[src/rtl/control_unit_pkg.sv]
// Shared definitions for the control unit and the ALU-side datapath:
// opcode constants, field widths and FSM state encoding.
package control_unit_pkg;

  localparam int INSTR_W    = 8;
  localparam int REG_ADDR_W = 2;
  localparam int DATA_W     = 8;
  localparam int RETIRED_W  = 8;

  // ir[7:6] major opcode
  localparam logic [1:0] OP_ADD = 2'b00;
  localparam logic [1:0] OP_SUB = 2'b01;
  localparam logic [1:0] OP_LDI = 2'b10;
  localparam logic [1:0] OP_CTL = 2'b11;  // ir[5]=0 JZ, ir[5]=1 HALT

  typedef enum logic [2:0] {
    S_IDLE,
    S_FETCH,
    S_DECODE,
    S_EXECUTE,
    S_WRITEBACK,
    S_HALT
  } state_t;

endpackage

[src/rtl/control_unit_if.sv]
// Instruction-memory, register-file and ALU connections of the control unit.
// master: the control unit; slave: memory/datapath side.
interface control_unit_if
  import control_unit_pkg::*;
#(
  parameter int PC_W = 5
);

  logic [PC_W-1:0]       imem_addr;
  logic [INSTR_W-1:0]    imem_data;
  logic [REG_ADDR_W-1:0] rf_ra1;
  logic [REG_ADDR_W-1:0] rf_ra2;
  logic [REG_ADDR_W-1:0] rf_wa;
  logic                  rf_we;
  logic                  wb_sel;
  logic [DATA_W-1:0]     imm;
  logic [1:0]            alu_op;
  logic                  alu_zero;

  modport master (
    output imem_addr, rf_ra1, rf_ra2, rf_wa, rf_we, wb_sel, imm, alu_op,
    input  imem_data, alu_zero
  );

  modport slave (
    input  imem_addr, rf_ra1, rf_ra2, rf_wa, rf_we, wb_sel, imm, alu_op,
    output imem_data, alu_zero
  );

endinterface

[src/rtl/control_unit_sat_counter.sv]
// Saturating up-counter with synchronous clear; used for the retired count.
module sat_counter
  import control_unit_pkg::*;
#(
  parameter int W = RETIRED_W
) (
  input  logic         clk,
  input  logic         rst_n,
  input  logic         clr,
  input  logic         inc,
  output logic [W-1:0] count
);

  logic [W-1:0] count_q, count_d;

  // Next count: clear wins, otherwise increment until all-ones.
  always_comb begin
    count_d = count_q;
    if (clr) begin
      count_d = '0;
    end else if (inc && (count_q != '1)) begin
      count_d = count_q + W'(1);
    end
  end

  // Count register with synchronous active-low reset.
  always_ff @(posedge clk) begin
    if (!rst_n) begin
      count_q <= '0;
    end else begin
      count_q <= count_d;
    end
  end

  assign count = count_q;

endmodule

[src/rtl/control_unit.sv]
// Multi-cycle control unit: fetch/decode/execute/writeback sequencing for a
// 4-register, 8-bit-instruction machine (ADD, SUB, LDI, JZ, HALT).
module control_unit
  import control_unit_pkg::*;
#(
  parameter int PC_W = 5
) (
  input  logic                 clk,
  input  logic                 rst_n,
  input  logic                 start,
  control_unit_if.master       bus,
  output logic                 busy,
  output logic                 halted,
  output logic [RETIRED_W-1:0] retired
);

  state_t                 state_q, state_d;
  logic [PC_W-1:0]        pc_q, pc_d;
  logic [INSTR_W-1:0]     ir_q, ir_d;
  logic                   z_q, z_d;
  logic                   ret_inc, ret_clr;
  logic [RETIRED_W-1:0]   ret_count;
  logic [1:0]             op;
  logic [PC_W-1:0]        jz_target;

  assign op        = ir_q[7:6];
  assign jz_target = PC_W'(ir_q[4:0]);

  // Next-state, pc/ir/z_flag updates and retire strobes.
  always_comb begin
    state_d = state_q;
    pc_d    = pc_q;
    ir_d    = ir_q;
    z_d     = z_q;
    ret_inc = 1'b0;
    ret_clr = 1'b0;
    unique case (state_q)
      S_IDLE: begin
        if (start) begin
          pc_d    = '0;
          state_d = S_FETCH;
        end
      end
      S_FETCH: begin
        ir_d    = bus.imem_data;
        pc_d    = pc_q + PC_W'(1);
        state_d = S_DECODE;
      end
      S_DECODE: begin
        unique case (op)
          OP_ADD, OP_SUB: state_d = S_EXECUTE;
          OP_LDI:         state_d = S_WRITEBACK;
          OP_CTL: begin
            ret_inc = 1'b1;
            if (ir_q[5]) begin
              state_d = S_HALT;
            end else begin
              if (z_q) begin
                pc_d = jz_target;
              end
              state_d = S_FETCH;
            end
          end
          default: state_d = S_IDLE;
        endcase
      end
      S_EXECUTE: begin
        state_d = S_WRITEBACK;
      end
      S_WRITEBACK: begin
        if (op != OP_LDI) begin
          z_d = bus.alu_zero;
        end
        ret_inc = 1'b1;
        state_d = S_FETCH;
      end
      S_HALT: begin
        if (start) begin
          pc_d    = '0;
          z_d     = 1'b0;
          ret_clr = 1'b1;
          state_d = S_FETCH;
        end
      end
      default: state_d = S_IDLE;
    endcase
  end

  // State, pc, ir and z_flag registers with synchronous active-low reset.
  always_ff @(posedge clk) begin
    if (!rst_n) begin
      state_q <= S_IDLE;
      pc_q    <= '0;
      ir_q    <= '0;
      z_q     <= 1'b0;
    end else begin
      state_q <= state_d;
      pc_q    <= pc_d;
      ir_q    <= ir_d;
      z_q     <= z_d;
    end
  end

  sat_counter #(.W(RETIRED_W)) u_retired (
    .clk   (clk),
    .rst_n (rst_n),
    .clr   (ret_clr),
    .inc   (ret_inc),
    .count (ret_count)
  );

  // Status/strobe outputs are gated by rst_n so a reset arriving mid-
  // instruction (including in WRITEBACK) shows idle outputs immediately.
  assign bus.imem_addr = pc_q;
  assign bus.rf_ra1    = ir_q[3:2];
  assign bus.rf_ra2    = ir_q[1:0];
  assign bus.rf_wa     = ir_q[5:4];
  assign bus.alu_op    = op;
  assign bus.wb_sel    = (op == OP_LDI);
  assign bus.imm       = {4'b0000, ir_q[3:0]};
  assign bus.rf_we     = rst_n && (state_q == S_WRITEBACK);

  assign busy    = rst_n && (state_q inside {S_FETCH, S_DECODE, S_EXECUTE, S_WRITEBACK});
  assign halted  = rst_n && (state_q == S_HALT);
  assign retired = rst_n ? ret_count : '0;

endmodule

[src/flat_wrapper.sv]
// flat-port wrapper written by rule: the top's interface ports become plain ports
module control_unit_flat import control_unit_pkg::*;
#(
  parameter int PC_W = 5
)
  (clk, rst_n, start, busy, halted, retired, bus_imem_addr, bus_rf_ra1, bus_rf_ra2, bus_rf_wa, bus_rf_we, bus_wb_sel, bus_imm, bus_alu_op, bus_imem_data, bus_alu_zero);
  control_unit_if #(.PC_W(PC_W)) bus_i ();
  input  logic clk;
  input  logic rst_n;
  input  logic start;
  output logic busy;
  output logic halted;
  output logic [RETIRED_W-1:0] retired;
  output wire logic [$bits(bus_i.imem_addr)-1:0] bus_imem_addr;
  output wire logic [$bits(bus_i.rf_ra1)-1:0] bus_rf_ra1;
  output wire logic [$bits(bus_i.rf_ra2)-1:0] bus_rf_ra2;
  output wire logic [$bits(bus_i.rf_wa)-1:0] bus_rf_wa;
  output wire logic [$bits(bus_i.rf_we)-1:0] bus_rf_we;
  output wire logic [$bits(bus_i.wb_sel)-1:0] bus_wb_sel;
  output wire logic [$bits(bus_i.imm)-1:0] bus_imm;
  output wire logic [$bits(bus_i.alu_op)-1:0] bus_alu_op;
  input wire logic [$bits(bus_i.imem_data)-1:0] bus_imem_data;
  input wire logic [$bits(bus_i.alu_zero)-1:0] bus_alu_zero;
  assign bus_imem_addr = bus_i.imem_addr;
  assign bus_rf_ra1 = bus_i.rf_ra1;
  assign bus_rf_ra2 = bus_i.rf_ra2;
  assign bus_rf_wa = bus_i.rf_wa;
  assign bus_rf_we = bus_i.rf_we;
  assign bus_wb_sel = bus_i.wb_sel;
  assign bus_imm = bus_i.imm;
  assign bus_alu_op = bus_i.alu_op;
  assign bus_i.imem_data = bus_imem_data;
  assign bus_i.alu_zero = bus_alu_zero;
  control_unit #(.PC_W(PC_W)) u_core (.clk(clk), .rst_n(rst_n), .start(start), .bus(bus_i), .busy(busy), .halted(halted), .retired(retired));
endmodule
[config.mk]
export PLATFORM = sky130hd
export DESIGN_NAME = control_unit_flat
export DESIGN_NICKNAME = d
export VERILOG_FILES = /design/src/rtl/control_unit_pkg.sv /design/src/rtl/control_unit_if.sv /design/src/rtl/control_unit_sat_counter.sv /design/src/rtl/control_unit.sv /design/src/flat_wrapper.sv
export SDC_FILE = /design/constraint.sdc
export NUM_CORES = 1
export LEC_CHECK = 0
export ABC_CLOCK_PERIOD_IN_PS = 1870
export CAP_MARGIN = 20
export CORE_UTILIZATION = 35
export DETAILED_ROUTE_END_ITERATION = 10
export SLEW_MARGIN = 0
export SYNTH_ARGS = -nofsm -noshare
export SYNTH_HDL_FRONTEND = slang
export SYNTH_SLANG_ARGS = --single-unit
[constraint.sdc]
create_clock -name clk -period 1.87 [get_ports clk]
set_clock_uncertainty 0.2 [all_clocks]
set_input_delay 0.561 -clock clk [delete_from_list [all_inputs] [get_ports clk]]
set_output_delay 0.561 -clock clk [all_outputs]
set_load 0.005 [all_outputs]
==> impl_summary.txt, run 1 <==
----------------------------------------------------
[Status]
  Outcome ... finished, violations left
  Failing checks ... setup timing

[Synthesis]
  Average instance area after synthesis ... 8.77 um^2
  Cell types occupying the most area after synthesis ... sky130_fd_sc_hd__dfxtp_1 (32%), sky130_fd_sc_hd__mux2i_1 (5.7%), sky130_fd_sc_hd__buf_4 (4.8%)
  Combinational family with the most area after synthesis ... simple AND/OR/NAND/NOR gates
  Count of flip-flops with a built-in enable after synthesis ... 0
  Multiplexer share of the synthesized area ... 5.71%
  Primary flip-flop cell chosen by synthesis mapping ... sky130_fd_sc_hd__dfxtp_1
  Cells after Synth ... 180
  Part of the Yosys area used for sequential elements ... a little under a third
  Synth async-reset ratio ... 0%
  Simple-Gate Fraction of Synth Area ... roughly 30%
  Netlist Area Pre-Place ... about 0.0016 mm^2
  Post-synthesis adder-cell area fraction ... 1.58%
  Number of synthesized register bits ... 25
  Area share of the largest cell type after synthesis ... 31.7%
  Distinct cell type count after synthesis ... between 50 and 60
  Count of yosys warnings during synthesis ... 0
  Complex-gate fraction of the synthesized area ... 19.9%
  Biggest area consumer among synthesized cells ... sky130_fd_sc_hd__dfxtp_1
  XOR/XNOR Fraction of Synth Area ... 1.66%

[Floorplanning]
  Die width ... 69.2 um
  Number of top-level pins ... 45
  Area of the placeable core ... 0.00435 mm^2
  Number of rows created at floorplan ... 24
  Vertical die dimension ... 69.2 um
  Total Die Area ... between 0.004 and 0.005 mm^2
  Starting utilization of the core area ... 36.3%

[Drt]
  Via count normalized by instance count ... about 4.9
  Total via count after detailed routing ... 1489
  WL/cell ... 12.5 um
  Remaining antenna violation count after routing ... 0
  Number of design-rule violations left by the first detailed-router iteration ... 57
  DRT Wirelength ... 3790 um
  Router iterations before antenna repair ... 4
  Post-route DRC ... 0

[Place]
  Hpwl dp ... 2620 um
  IO Port Bufs ... 40
  Weighted congestion reported at the end of routability-driven placement ... 0.796
  Placed instance count ... 279

[Setup path]
  Critical path required time ... 1110 ps
  Critical path class ... input port to output port
  Crit path max fanout ... 6
  Data arrival time of the worst path ... ~1200 ps
  Nature of the critical path startpoint ... input port
  Type of destination of the critical path ... output port

[Timing]
  Final setup slack of the worst path ... -59.1 ps
  Fin. Hold Viols ... 0
  Final count of negative-setup-slack endpoints ... 2
  RSZ-0062 raised after global routing ... yes
  Final critical-path required period ... 1930 ps
  Count of final max-slew check failures ... 0
  Post-route clock period utilization ... 103%
  Fmax achieved ... roughly 520 MHz

[Global route]
  Largest net degree at the start of global routing ... 17
  Overall track demand over capacity in global routing ... 16.7%
  Vias in the first global route ... between 1000 and 1500
  Overall overflow remaining after global route ... 0
  Wire length of the first global-routing pass ... 6570 um
  Number of antenna violations at the first check in global routing ... 0

[CTS]
  Number of buffers inserted by hold repair at cts ... 0
  Buffer levels on the longest clock path ... 2
  Clock Pin Slew Worst Setup and Hold Paths ... 100 ps
  Total number of H-tree levels ... 1
  Clock insertion delay at the later pin of the skew report ... 280 ps
  CTS Sinks ... 25
  TritonCTS clock tree ... done
  Clock buffer count from CTS ... 3
  Cell at the root of the clock tree ... sky130_fd_sc_hd__clkbuf_8

[Layout]
  # nets final ... 265
  Post-route insts no fill ... between 300 and 400
  N_diodes ... 0
  Share of cells above drive strength 1 ... 36.0%
  Relative area change from synthesis to final layout ... 47.3%

[Power]
  Total leakage power ... about 1.0 nW
  Power density of the placed cells ... 593 mW/mm^2
  Worst IR drop on VDD ... 0.405 mV
  Total power ... approximately 1.4 mW

[Worst hold path]
  Classification of the worst-slack hold path ... flip-flop to flip-flop

[Flow run]
  Max-capacitance violation count ... 0

----------------------------------------------------
-- sequential cells by signal, summed over array words and instances, names as in the netlist --
name                    count
u_core.state_q              3
u_core.ir_q                 8
u_core.bus.imem_addr        5
u_core.z_q                  1
u_core.u_retired.count      8
-- report_power, final --
part / total (mW) / internal, mW / switching (mW)
Clock: 0.353 / 0.157 / 0.196
Combinational: 0.433 / 0.234 / 0.199
Sequential: 0.594 / 0.571 / 0.0226
-- metal layers --
metal | up-vias | global-route usage [%] | wire [um]
met5 | - | 0 | 0
met1 | 683 | 21.9 | 1750
met4 | 0 | 2.72 | 19
li1 | 766 | - | -
met3 | 5 | 3.80 | 172
met2 | 35 | 28.3 | 1850
-- worst paths after layout --
check | start | endpoint | slack, ps | depth (start not counted)
max | rst_n | halted | -60 | 5
min | u_core.u_retired.count[5] | u_core.u_retired.count[5] | 280 | 2
max reg2reg | u_core.state_q[0] | u_core.bus.imem_addr[0] | 100 | 6
min reg2reg | u_core.u_retired.count[5] | u_core.u_retired.count[5] | 280 | 2
-- cells by family (layout without fill, tap and decap cells) --
logic type | Yosys count | in the layout
simple gates | 78 | 78
compound gates | 37 | 37
flops | 25 | 25
buf+inv | 25 | 92
mux | 9 | 9
xor+xnor | 3 | 3
fa+ha+maj | 2 | 2
other cells | 1 | 4
-- synthesized netlist by cell type, types with 4 or more instances --
library cell / number
sky130_fd_sc_hd__dfxtp_1: 25
sky130_fd_sc_hd__nor2_1: 16
sky130_fd_sc_hd__nand2_1: 11
sky130_fd_sc_hd__buf_4: 10
sky130_fd_sc_hd__mux2i_1: 9
sky130_fd_sc_hd__a21oi_1: 8
sky130_fd_sc_hd__and2_1: 8
sky130_fd_sc_hd__inv_1: 6
sky130_fd_sc_hd__nor3_1: 6
sky130_fd_sc_hd__nand2b_1: 5
sky130_fd_sc_hd__a211oi_1: 4
sky130_fd_sc_hd__nand3_1: 4
sky130_fd_sc_hd__nand4_1: 4
-- final cells by class --
type | count | area [um^2]
Clock buffer | 3 | 41.3
Clock inverter | 1 | 8.76
Fill cell | 410 | 2030
Inverter | 6 | 27.5
Multi-Input combinational cell | 133 | 976
Sequential cell | 25 | 524
Tap cell | 52 | 65.1
Timing Repair Buffer | 82 | 683
-- stage by stage --
step	instance area (um^2)	hold slack, ps	TNS (ps)	setup slack, ps	utilization (%)
floorplan	1590	247	0	4.98	-
global route	2330	318	-209	-76.1	53.4
detailed placement	2110	273	-11360	-797	48.4
global placement	2110	268	-11330	-775	48.4
finish	2330	284	-65.8	-59.1	53.4
CTS	2300	287	-234	-81.5	52.9
-- what timing repair did --
item / CTS / global route
endpoints found under the hold margin: 0 / 0
buffers inserted: 15 / 4
endpoints found under the setup margin: 31 / 24
pin swaps: 2 / 7
resized for setup: 76 / 15
-- cell usage in the layout (no fill, tap or decap), types with 4 or more instances in the layout --
cell type                         instances
sky130_fd_sc_hd__a211oi_1                 4
sky130_fd_sc_hd__a21oi_1                  8
sky130_fd_sc_hd__and2_1                   8
sky130_fd_sc_hd__buf_4                   37
sky130_fd_sc_hd__buf_6                    6
sky130_fd_sc_hd__clkbuf_2                 5
sky130_fd_sc_hd__clkdlybuf4s15_1          4
sky130_fd_sc_hd__clkdlybuf4s50_1          9
sky130_fd_sc_hd__conb_1                   4
sky130_fd_sc_hd__dfxtp_1                 10
sky130_fd_sc_hd__dfxtp_2                 13
sky130_fd_sc_hd__dlygate4sd2_1           18
sky130_fd_sc_hd__inv_1                    5
sky130_fd_sc_hd__mux2i_1                  9
sky130_fd_sc_hd__nand2_1                 11
sky130_fd_sc_hd__nand2b_1                 5
sky130_fd_sc_hd__nand3_1                  4
sky130_fd_sc_hd__nand4_1                  4
sky130_fd_sc_hd__nor2_1                  15
sky130_fd_sc_hd__nor3_1                   5
-- worst max-delay path, cell delays in order --
cell	delay [ps]
sky130_fd_sc_hd__buf_8	100
sky130_fd_sc_hd__buf_6	110
sky130_fd_sc_hd__buf_6	110
sky130_fd_sc_hd__and3_4	170
sky130_fd_sc_hd__buf_6	110
Note: power is estimated with default switching activity, not from simulation.
==> run 2: changes to the inputs <==
--- a/config.mk
+++ b/config.mk
@@ -9,6 +9,8 @@
 export CAP_MARGIN = 20
 export CORE_UTILIZATION = 35
 export DETAILED_ROUTE_END_ITERATION = 10
+export GPL_ROUTABILITY_DRIVEN = 0
+export PLACE_DENSITY_LB_ADDON = 0.1
 export SLEW_MARGIN = 0
 export SYNTH_ARGS = -nofsm -noshare
 export SYNTH_HDL_FRONTEND = slang
==> impl_summary.txt, run 2 (synthesized netlist as in run 1, its figures left out) <==
----------------------------------------------------
[Timing]
  Final hold slack ... 282 ps (-2.56 ps)
  RSZ-0062 raised after global routing ... yes
  Post-route clock period utilization ... 99.5% (-3.7 points)
  Fin. Hold Viols ... 0 (unchanged)
  Final count of negative-setup-slack endpoints ... 0 (-2)
  Final critical-path required period ... 1860 ps (-69.1 ps)
  Count of final max-slew check failures ... 0 (unchanged)
  Final setup slack of the worst path ... 9.95 ps (+69.1 ps)
  Fin Setup TNS ... 0 ps (+65.8 ps)
  Fmax achieved ... 538 MHz (+3.7%)

[Setup path]
  Data arrival time of the worst path ... 1100 ps (-70 ps)
  Worst R2R Setup Slack ... 180 ps (+80 ps)
  Master of the slowest instance on the critical path ... sky130_fd_sc_hd__dfxtp_2
  Cell occurring most often along the worst timing path ... sky130_fd_sc_hd__buf_6
  Crit path max fanout ... 4 (-2)
  R2R Path Start ... u_core.ir_q[5]
  Nature of the critical path startpoint ... flip-flop
  Critical path required time ... 1110 ps (about the same)
  Number of cells on the worst reg-to-reg path ... 5 (-1)
  Worst reg2reg endpoint ... u_core.bus.imem_addr[2]
  Critical path class ... flip-flop to output port
  Ordered cell list for the critical path ... buf_6 > nor2b_4 > and3_4 > buf_6
  Slowest Stage Delay on Critical Path ... 350 ps (+180 ps)
  Type of destination of the critical path ... output port
  Timing startpoint of the critical path ... u_core.state_q[1]

[Layout]
  Top library cells by usage in the layout, fill and taps aside ... sky130_fd_sc_hd__buf_4 (35), sky130_fd_sc_hd__dfxtp_2 (16), sky130_fd_sc_hd__nor2_1 (15)
  # nets final ... 261 (-1.5%)
  Relative area change from synthesis to final layout ... 45.6%
  Most common cell after layout, fill and taps aside ... sky130_fd_sc_hd__buf_4
  Share of cells above drive strength 1 ... 35.0% (-1.0 points)
  N_diodes ... 0 (unchanged)

[Drt]
  Remaining antenna violation count after routing ... 0 (unchanged)
  WL/cell ... 12.9 um (+2.9%)
  Post-route DRC ... 0 (unchanged)
  Via count normalized by instance count ... 5.09 (+3.3%)
  DRT Wirelength ... 3850 um (+1.6%)
  Total via count after detailed routing ... 1518 (+1.9%)
  Router iterations before antenna repair ... 4 (unchanged)
  Number of design-rule violations left by the first detailed-router iteration ... 59 (+3.5%)

[Power]
  Clk pwr share ... 24.3% (-1.3 points)
  Comb power frac ... 31.1% (-0.3 points)
  Switching fraction of total power ... 28.9% (-1.4 points)
  Total leakage power ... 1.11 nW (+6.3%)
  Part of the power in registers ... 44.6% (+1.5 points)
  Int Power ... 0.947 mW (-1.5%)
  Net switching component of the power ... 0.384 mW (-8.0%)
  Power density of the placed cells ... 579 mW/mm^2 (-2.4%)
  Worst IR drop on VDD ... 0.238 mV (-41%)

[CTS]
  Total number of H-tree levels ... 1 (unchanged)
  Clock insertion delay at the later pin of the skew report ... 260 ps (-20 ps)
  Clock Pin Slew Worst Setup and Hold Paths ... 90 ps (about the same)
  Clock buffer count from CTS ... 3 (unchanged)
  TritonCTS clock tree ... done
  Buffer levels on the longest clock path ... 2 (unchanged)
  Cell at the root of the clock tree ... sky130_fd_sc_hd__clkbuf_8
  CTS Sinks ... 25 (unchanged)

[Global route]
  GR met3 Demand/Resource ... 2.05% (-1.8 points)
  Overall track demand over capacity in global routing ... 16.7% (+0.021 points)
  Vias in the first global route ... 1443 (+3.4%)
  Met1 usage in global routing ... 20.1% (-1.8 points)
  Number of antenna violations at the first check in global routing ... 0 (unchanged)
  Most Used Layer, Global Route ... met2
  Met2 layer usage reported by global route ... 30.0% (+1.7 points)
  Largest net degree at the start of global routing ... 15 (-2)
  Overall overflow remaining after global route ... 0 (unchanged)
  Wire length of the first global-routing pass ... 6670 um (+1.6%)

[Place]
  Hpwl dp ... 2860 um (+9.2%)
  IO Port Bufs ... 40 (unchanged)
  Worst-case setup slack after placement ... -773 ps (+24.4 ps)

[Floorplanning]
  Area of the placeable core ... 0.00435 mm^2 (unchanged)
  Total Die Area ... 0.00478 mm^2 (unchanged)
  Number of top-level pins ... 45 (unchanged)
  Die width ... 69.2 um (unchanged)
  Starting utilization of the core area ... 36.3% (unchanged)
  Number of rows created at floorplan ... 24 (unchanged)
  Vertical die dimension ... 69.2 um (unchanged)

[Worst hold path]
  Endpoint of the worst hold-timing path ... u_core.u_retired.count[5]
  Worst Min Path Start ... u_core.u_retired.count[5]
  Number of instances on the worst hold path ... 2 (unchanged)
  Classification of the worst-slack hold path ... flip-flop to flip-flop

[Flow run]
  Max-capacitance violation count ... 0 (unchanged)

[Status]
  Outcome ... finished, final reports clean

----------------------------------------------------
run 2: cell count changes in the layout (fill, tap and decap cells not counted), sizes merged:
cell and change:
buf +1, clkbuf -4, dlygate4sd2 -7, dlymetal6s2s +7, inv -1
run 2: critical path: cells and delay by family (launching register included):
| family | cells | cell delay, ps |
|---|---|---|
| buffers and inverters | 2 | 210 |
| DFF | 1 | 350 |
| and+or+nand+nor | 2 | 280 |
run 2: how the worst max path moves through the flow:
stage | to | slack (ps) | cells after the start
2_1_floorplan | busy | 5 | 4
3_3_place_gp | busy | -770 | 5
3_5_place_dp | retired[4] | -770 | 5
4_1_cts | halted | -40 | 5
5_1_grt | busy | -30 | 4
6_report | halted | 10 | 4
run 2: power groups by stage:
stage / combinational [mW] / clock [mW] / sequential (mW)
after global routing: 0.452 / 0.352 / 0.597
after detailed placement: 0.378 / 0 / 0.608
final: 0.414 / 0.324 / 0.593
after floorplan: 0.225 / 0 / 0.608
after global placement: 0.371 / 0 / 0.607
after CTS: 0.416 / 0.343 / 0.591
run 2: routing by layer:
metal	share of wire, %	up-vias
met1	43	718
met4	1.8	0
met3	2.7	6
li1	-	765
met2	52	29
met5	0	-
run 2: layout make-up:
cell class	instances	area, um^2
flip-flops and latches	25	520
multi-input cells	133	978
inverters	6	22.5
repair buffers	78	668
well taps	52	65.1
clock buffers	4	45.0
fillers	419	2050
run 2: per-stage QoR:
step                      instance area [um^2]  instances  utilization, %  total power [mW]
after global placement                    2110        279            48.4             0.977
after CTS                                 2250        297            51.7              1.35
after floorplan                           1590        183               -             0.834
after detailed placement                  2110        279            48.4             0.986
after global routing                      2300        298            52.8              1.40
final                                     2300        298            52.8              1.33
run 2: timing repair:
item	in CTS	in global routing
pin swaps	1	3
hold buffers	0	0
resized for setup	76	14
setup buffers	14	2
setup endpoints to repair	30	16
==> run 3: changes to the inputs <==
--- a/config.mk
+++ b/config.mk
@@ -6,8 +6,7 @@
 export NUM_CORES = 1
 export LEC_CHECK = 0
 export ABC_CLOCK_PERIOD_IN_PS = 1870
-export CAP_MARGIN = 20
-export CORE_UTILIZATION = 35
+export CORE_UTILIZATION = 47
 export DETAILED_ROUTE_END_ITERATION = 10
 export GPL_ROUTABILITY_DRIVEN = 0
 export PLACE_DENSITY_LB_ADDON = 0.1
==> impl_summary.txt, run 3 (synthesized netlist as in run 1, its figures left out) <==
----------------------------------------------------
[Status]
  Outcome ... finished, violations left
  Failing checks ... setup timing

[Layout]
  Relative area change from synthesis to final layout ... 44.5%
  Top library cells by usage in the layout, fill and taps aside ... sky130_fd_sc_hd__buf_4 (42), sky130_fd_sc_hd__dlygate4sd2_1 (17), sky130_fd_sc_hd__nor2_1 (14), sky130_fd_sc_hd__dfxtp_2 (14), sky130_fd_sc_hd__nand2_1 (11)
  Most common cell after layout, fill and taps aside ... sky130_fd_sc_hd__buf_4
  Final Core Density ... 73.0% (+20 points)
  N_diodes ... 0 (unchanged)
  Share of cells above drive strength 1 ... 38.9% (+3.9 points)
  # nets final ... 267 (+2.3%)

[Global route]
  Vias in the first global route ... 1568 (+8.7%)
  Overall track demand over capacity in global routing ... 23.9% (+7.3 points)
  Number of antenna violations at the first check in global routing ... 0 (unchanged)
  Overall overflow remaining after global route ... 0 (unchanged)
  Wire length of the first global-routing pass ... 6560 um (-1.7%)
  Largest net degree at the start of global routing ... 16 (+1)

[Floorplanning]
  Area of the placeable core ... 0.00313 mm^2 (-28%)
  Number of top-level pins ... 45 (unchanged)
  Vertical die dimension ... 60.0 um (-13%)
  Number of rows created at floorplan ... 20 (-17%)
  Die width ... 60.0 um (-13%)
  Total Die Area ... 0.00360 mm^2 (-25%)
  Starting utilization of the core area ... 50.5% (+14 points)

[Setup path]
  Data arrival time of the worst path ... 1220 ps (+120 ps)
  Type of destination of the critical path ... output port
  R2R Path Start ... u_core.state_q[0]
  Worst R2R Setup Slack ... 100 ps (-80 ps)
  Critical path class ... flip-flop to output port
  Worst reg2reg endpoint ... u_core.bus.imem_addr[3]
  Critical path required time ... 1110 ps (about the same)
  Last element of the critical path ... busy
  Number of cells on the worst reg-to-reg path ... 5 (unchanged)
  Crit path max fanout ... 5 (+1)
  Nature of the critical path startpoint ... flip-flop
  Timing startpoint of the critical path ... u_core.state_q[0]

[CTS]
  TritonCTS clock tree ... done
  Cell at the root of the clock tree ... sky130_fd_sc_hd__clkbuf_4
  Clock Pin Slew Worst Setup and Hold Paths ... 140 ps (+50 ps)
  Clock insertion delay at the later pin of the skew report ... 320 ps (+60 ps)
  CTS Sinks ... 25 (unchanged)
  Buffer levels on the longest clock path ... 2 (unchanged)
  Total number of H-tree levels ... 1 (unchanged)
  Number of buffers inserted by hold repair at cts ... 0 (unchanged)
  Clock buffer count from CTS ... 3 (unchanged)

[Drt]
  Top layer used by detailed routing ... met4
  Via count normalized by instance count ... 5.24 (+2.9%)
  Remaining antenna violation count after routing ... 0 (unchanged)
  Met2 Wirelength ... 2100 um (+4.7%)
  DRT Wirelength ... 4020 um (+4.4%)
  Number of design-rule violations left by the first detailed-router iteration ... 60 (+1.7%)
  WL/cell ... 13.6 um (+5.2%)
  Total via count after detailed routing ... 1552 (+2.2%)
  Routed length on met3 ... 143 um (+39%)
  Post-route DRC ... 0 (unchanged)
  Met1 layer wirelength in the final routing ... 1730 um (+3.4%)
  Router iterations before antenna repair ... 4 (unchanged)

[Timing]
  RSZ-0062 raised after global routing ... yes
  Fin. Hold Viols ... 0 (unchanged)
  Count of final max-slew check failures ... 0 (unchanged)
  Fmax achieved ... 506 MHz (-5.9%)
  Final hold slack ... 296 ps (+14.4 ps)
  Final setup slack of the worst path ... -106 ps (-116 ps)
  Post-route clock period utilization ... 106% (+6.2 points)
  Final count of negative-setup-slack endpoints ... 3 (+3)
  Final critical-path required period ... 1980 ps (+116 ps)
  Fin Setup TNS ... -263 ps (-263 ps)

[Power]
  Power density of the placed cells ... 559 mW/mm^2 (-3.3%)
  Worst IR drop on VDD ... 0.436 mV (+83%)
  Total power ... 1.28 mW (-4.0%)
  Total leakage power ... 1.06 nW (-4.6%)

[Worst hold path]
  Classification of the worst-slack hold path ... flip-flop to flip-flop
  Worst Min Path Start ... u_core.u_retired.count[5]

[Place]
  Worst-case setup slack after placement ... -777 ps (-4.47 ps)
  IO Port Bufs ... 40 (unchanged)
  Hpwl dp ... 2780 um (-2.7%)

[Flow run]
  Max-capacitance violation count ... 0 (unchanged)

----------------------------------------------------
-- run 3: changes by cell type in the layout (fill, tap and decap cells not counted), moves of 2 or more --
cell | before | now
sky130_fd_sc_hd__buf_2 | 7 | 10
sky130_fd_sc_hd__buf_4 | 35 | 42
sky130_fd_sc_hd__clkbuf_4 | 0 | 3
sky130_fd_sc_hd__clkbuf_8 | 3 | 0
sky130_fd_sc_hd__clkdlybuf4s15_1 | 4 | 0
sky130_fd_sc_hd__dfxtp_2 | 16 | 14
sky130_fd_sc_hd__dfxtp_4 | 0 | 2
sky130_fd_sc_hd__dlygate4sd2_1 | 11 | 17
sky130_fd_sc_hd__dlymetal6s2s_1 | 7 | 1
-- run 3: per-layer routing --
layer  up-vias  track usage, %
li1        775               -
met1       728            26.9
met2        43            44.9
met3         6            3.68
met4         0            8.64
met5         -               0
-- run 3: final cells by class --
type | instances | area [um^2]
repair buffers | 84 | 667
flip-flops and latches | 25 | 526
multi-input cells | 133 | 986
clock buffers | 4 | 26.3
inverters | 6 | 22.5
fillers | 250 | 846
well taps | 44 | 55.1
-- run 3: critical path, stage by stage, from the launching register on --
cell and delay (ps):
sky130_fd_sc_hd__dfxtp_4 390, sky130_fd_sc_hd__nor2_4 110, sky130_fd_sc_hd__xor2_1 200, sky130_fd_sc_hd__nor2_1 70, sky130_fd_sc_hd__buf_2 130
-- run 3: how the worst min path moves through the flow --
stage / cells after the start / end / slack, ps
after floorplan: 2 / u_core.u_retired.count[5] / 250
after global placement: 2 / u_core.u_retired.count[5] / 260
after detailed placement: 2 / u_core.u_retired.count[5] / 280
after CTS: 2 / u_core.u_retired.count[5] / 300
after global routing: 2 / u_core.u_retired.count[5] / 330
final: 2 / u_core.u_retired.count[5] / 300
-- run 3: timing repair --
action,CTS,global route
pin swaps,0,3
resized for setup,90,9
setup endpoints to repair,31,14
setup buffers,18,3
-- run 3: report_power, final --
group          total, mW  internal, mW  switching, mW
clock network      0.252        0.0834          0.168
logic              0.428         0.230          0.199
registers          0.597         0.572         0.0251
total               1.28         0.885          0.392
-- run 3: through the flow --
stage / cells / cell area [um^2]
detailed placement: 271 / 2100
global route: 296 / 2280
CTS: 293 / 2250
global placement: 271 / 2100
floorplan: 183 / 1590
finish: 296 / 2280
==> edit 1 (config.mk and constraints of run 3) <==
Set the package constant `RETIRED_W` to 6 (it was 8).
--- a/src/rtl/control_unit_pkg.sv
+++ b/src/rtl/control_unit_pkg.sv
@@ -6,5 +6,5 @@
   localparam int REG_ADDR_W = 2;
   localparam int DATA_W     = 8;
-  localparam int RETIRED_W  = 8;
+  localparam int RETIRED_W  = 6;
 
   // ir[7:6] major opcode
Ports: changed (resized retired); port bits go from 45 to 43. The function was not compared with the original's and may differ.
==> edit 1 against run 3 <==
The run still ends with setup timing left. Hold slack improved by 0.030 ns. Wire length rose by 20%. Largest power group unchanged. Area after synthesis fell by 15%. Worst setup slack got worse by 0.11 ns. Sequential cell count fell by 2. Cell count fell by 9.5%. Power rose by 0.70%. Design area fell by 3.2%.
==> edit 1: results (changes against run 3) <==
met2 routed WL=2350 µm (was 2100 µm); Seq cells=23 (was 25); Cells after Synth=154 (was 180); Routed met1 length=1900 µm (was 1730 µm); status=finished, violations left (unchanged); CP Max Fanout=2 (was 5); WL met3=362 µm (was 143 µm); GR Util All Layers=29.0% (was 23.9%); Sequential Area=484 µm² (was 526 µm²); Signal inverters=4 (was 6); CP Data Arrival Time=1.33 ns (was 1.22 ns); internal power=871 µW (was 885 µW); ClkCell Share=1.25% (was 1.15%); NonClk Buf Share=35.2% (was 29.2%); vias in the first global route=1524 (was 1568); DRT iter0 DRCs=86 (was 60); design area=0.00221 mm² (was 0.00228 mm²); Cell variety after synth=42 (was 58); worst flop-to-flop path startpoint=u_core.state_q[1] (was u_core.state_q[0]); reg-to-reg slack, setup=-0.03 ns (was 0.10 ns); CP top delay family=simple AND/OR/NAND/NOR gates (was flip-flops); placed instance area=0.00187 mm² (was 0.00210 mm²); failing checks=setup timing (unchanged); combinational power=482 µW (was 428 µW); Final Setup Violations=5 (was 3); layout cell share with drive strength beyond 1=44.5% (was 38.9%); slowest CP cell=or3_1 (was dfxtp_4); leak pwr=1.07 nW (was 1.06 nW); sequential area share after synthesis=34.4% (was 31.7%); fin worst setup slack=-0.219 ns (was -0.106 ns); FILL cells=152 (was 250); reg2reg end=u_core.u_retired.count[5] (was u_core.bus.imem_addr[3]); largest net degree at the start of global routing=14 (was 16); placed cell count=234 (was 271); largest stage delay on the critical path=0.37 ns (was 0.39 ns); total power=1.29 mW (was 1.28 mW); Post-Route WL=4810 µm (was 4020 µm); pre-CTS setup slack=-0.742 ns (was -0.777 ns); Post-Layout Cell Count=268 (was 296); nets=253 (was 267); Post-CTS Setup Inserts=23 (was 18); worst reg2reg path depth=6 (was 5); I/O Buffers=38 (was 40); # resized after CTS=89 (was 90); via/cell ratio=5.88 (was 5.24); comb_multi_in=115 (was 133); Syn Std Cell Area=0.00134 mm² (was 0.00158 mm²); multi-input logic portion of the cell area=39.3% (was 43.2%); Synth area leaders=dfxtp_1 (34%), mux2i_1 (6.7%), nor2b_1 (6.1%) (was dfxtp_1 (32%), mux2i_1 (5.7%), buf_4 (4.8%)); Fin Setup TNS=-0.400 ns (was -0.263 ns)
## edit 1: worst min-delay path by stage
stage | start | slack [ns] | cells after the start | endpoint
floorplan | u_core.z_q | 0.27 | 2 | u_core.z_q
CTS | u_core.z_q | 0.34 | 2 | u_core.z_q
detailed placement | u_core.z_q | 0.32 | 2 | u_core.z_q
global placement | u_core.z_q | 0.30 | 2 | u_core.z_q
finish | u_core.z_q | 0.33 | 2 | u_core.z_q
global route | u_core.z_q | 0.38 | 2 | u_core.z_q
## edit 1: routing by layer
metal | up-vias | global-route usage, %
met3 | 24 | 4.92
met5 | - | 0
met4 | 0 | 7.86
li1 | 710 | -
met1 | 732 | 33.6
met2 | 109 | 54.2
## edit 1: cell families after synthesis
family	Yosys count	synth area share (%)
adders and majority gates	2	1.87
DFF	23	34.4
buffers and inverters	19	8.31
other	1	0.280
muxes	10	7.56
AOI/OAI and AO/OA	36	19.3
and+or+nand+nor	60	26.3
xor gates and xnor gates	3	1.96
==> edit 2 (settings of run 3) <==
Made on the original files. Reset style: asynchronous (`rst_n`), changed in 2 clocked blocks. Comments in the files are not updated.
--- a/src/rtl/control_unit_sat_counter.sv
+++ b/src/rtl/control_unit_sat_counter.sv
@@ -25,5 +25,5 @@
 
   // Count register with synchronous active-low reset.
-  always_ff @(posedge clk) begin
+  always_ff @(posedge clk or negedge rst_n) begin
     if (!rst_n) begin
       count_q <= '0;
--- a/src/rtl/control_unit.sv
+++ b/src/rtl/control_unit.sv
@@ -88,5 +88,5 @@
 
   // State, pc, ir and z_flag registers with synchronous active-low reset.
-  always_ff @(posedge clk) begin
+  always_ff @(posedge clk or negedge rst_n) begin
     if (!rst_n) begin
       state_q <= S_IDLE;
Check against the original RTL: differs if rst_n is asserted again (counterexample within 4 cycles, from zero or initial values and one cycle with rst_n low); with rst_n held inactive, the same outputs for 10 cycles.
==> edit 2 against run 3 <==
The run still ends with setup timing left. Count of clock-buffer cells in the layout shrank 1. Cell count shrank 7.4%. Design area grew 0.82%. Sequential cell count is the same. Via count shrank 8.4%. Wire length shrank 1.9%. Worst setup slack lost 0.080 ns. Hold slack lost 0.26 ns. Area after synthesis shrank 3.6%. Critical path type unchanged.
Power is not compared: it rests on default switching activity, and its combinational part moved more than twofold at a synthesized area within 25%.
==> edit 2: results (changes against run 3) <==
status=finished, violations left (unchanged); failing checks=setup timing (unchanged); vias in the first global route=1388 (was 1568); nets=245 (was 267); layout cell share with drive strength beyond 1=44.3% (was 38.9%); fin worst setup slack=-0.186 ns (was -0.106 ns); most frequent cells after synthesis=dfrtp_1 (25), nand2_1 (12), buf_4 (10) (was dfxtp_1 (25), nor2_1 (16), nand2_1 (11)); sequential area share after synthesis=41.1% (was 31.7%); CP startpoint=u_core.state_q[0] (unchanged); DRT iter0 DRCs=83 (was 60); pre-CTS setup slack=-0.775 ns (was -0.777 ns); DP HPWL=2590 µm (was 2780 µm); Detailed Routing Iterations Pass 1=4 (unchanged); post-synthesis async set-or-reset flop share=100% (was 0%); reg2reg end=u_core.u_retired.count[5] (was u_core.bus.imem_addr[3]); Synth area leaders=dfrtp_1 (41%), mux2_2 (5.2%), buf_4 (4.9%) (was dfxtp_1 (32%), mux2i_1 (5.7%), buf_4 (4.8%)); slowest CP cell=dfrtp_1 (was dfxtp_4); Final Setup Violations=4 (was 3); first-pass GRT wire length=6410 µm (was 6560 µm); GR Util All Layers=24.8% (was 23.9%); met1 Use GR=33.5% (was 26.9%); met3 usage=3.08% (was 3.68%); reg-to-reg slack, setup=-0.01 ns (was 0.10 ns); largest stage delay on the critical path=0.42 ns (was 0.39 ns); worst flop-to-flop path startpoint=u_core.state_q[2] (was u_core.state_q[0]); Max Slew Vio Count=0 (unchanged); Post-Route WL=3940 µm (was 4020 µm); worst reg2reg path depth=6 (was 5); met2 Track Usage GR=40.7% (was 44.9%); largest net degree at the start of global routing=16 (unchanged); CP Data Arrival Time=1.30 ns (was 1.22 ns); CP Max Fanout=3 (was 5); Cell variety after synth=44 (was 58); Hold/Removal Path Class=primary input to async pin (was flop to flop); end point of the critical path=busy (unchanged)
edit 2: kinds of logic (layout without fill, tap and decap cells):
logic type	after synthesis	count (layout)	share of synthesized area, %
other	1	4	0.246
and+or+nand+nor	53	53	23.1
DFF	25	25	41.1
AOI/OAI and AO/OA	29	29	14.7
adders and majority gates	2	2	1.64
buffers and inverters	21	103	8.72
muxes	14	14	10.4
edit 2: final cells by class:
class	instances	area [µm²]
Clock buffer	3	22.5
Clock inverter	1	7.51
Fill cell	230	752
Inverter	7	26.3
Multi-Input combinational cell	102	810
Sequential cell	25	628
Tap cell	44	55.1
Timing Repair Buffer	92	752
edit 2: routing by layer:
metal  part of all wire [%]  vias to the layer above  wire [µm]
met5                      0                        -          0
met4                    1.5                        0         58
met3                    5.9                        7        232
met2                     49                       61       1940
met1                     43                      674       1710
li1                       -                      680          -
edit 2: worst min-delay path by stage:
stage	startpoint	endpoint	slack (ns)	cells after the start
after floorplan	rst_n	u_core.bus.imem_addr[0]	0.07	0
after global placement	u_core.u_retired.count[6]	u_core.u_retired.count[6]	0.29	1
after detailed placement	u_core.bus.imem_addr[4]	u_core.bus.imem_addr[4]	0.30	1
after CTS	rst_n	u_core.u_retired.count[7]	0.03	3
after global routing	rst_n	u_core.u_retired.count[7]	0.02	3
final	rst_n	u_core.u_retired.count[7]	0.03	3
edit 2: power breakdown:
group / switching (mW) / internal, mW / leakage, nW / total, mW
combinational: 1.03 / 1.35 / 0.860 / 2.38
sequential: 0.200 / 0.799 / 0.308 / 0.999
clock: 0.174 / 0.0819 / 0.0139 / 0.256
edit 2: repair_timing:
action / CTS / global route
setup buffers: 20 / 4
cloned: 1 / 0
setup endpoints to repair: 33 / 22
pin swaps: 5 / 4
gates resized for setup: 90 / 9
edit 2: worst max-delay path: cells and delay by family, from the launching register on:
| kind | cells | cell delay [ns] |
|---|---|---|
| flip-flops | 1 | 0.42 |
| buffers and inverters | 2 | 0.25 |
| AO/OA/AOI/OAI | 1 | 0.17 |
| AND/OR/NAND/NOR | 2 | 0.14 |
edit 2: stage by stage:
| step | util [%] | power (mW) | instances | setup TNS (ns) | cell area (µm²) |
|---|---|---|---|---|---|
| after global placement | 68.7 | 3.03 | 245 | -9.31 | 2100 |
| after CTS | 75.0 | 3.56 | 270 | -0.534 | 2290 |
| after floorplan | - | 2.18 | 148 | 0 | 1530 |
| final | 75.4 | 3.63 | 274 | -0.512 | 2300 |
| after global routing | 75.4 | 3.89 | 274 | -0.892 | 2300 |
| after detailed placement | 68.7 | 3.11 | 245 | -9.60 | 2100 |
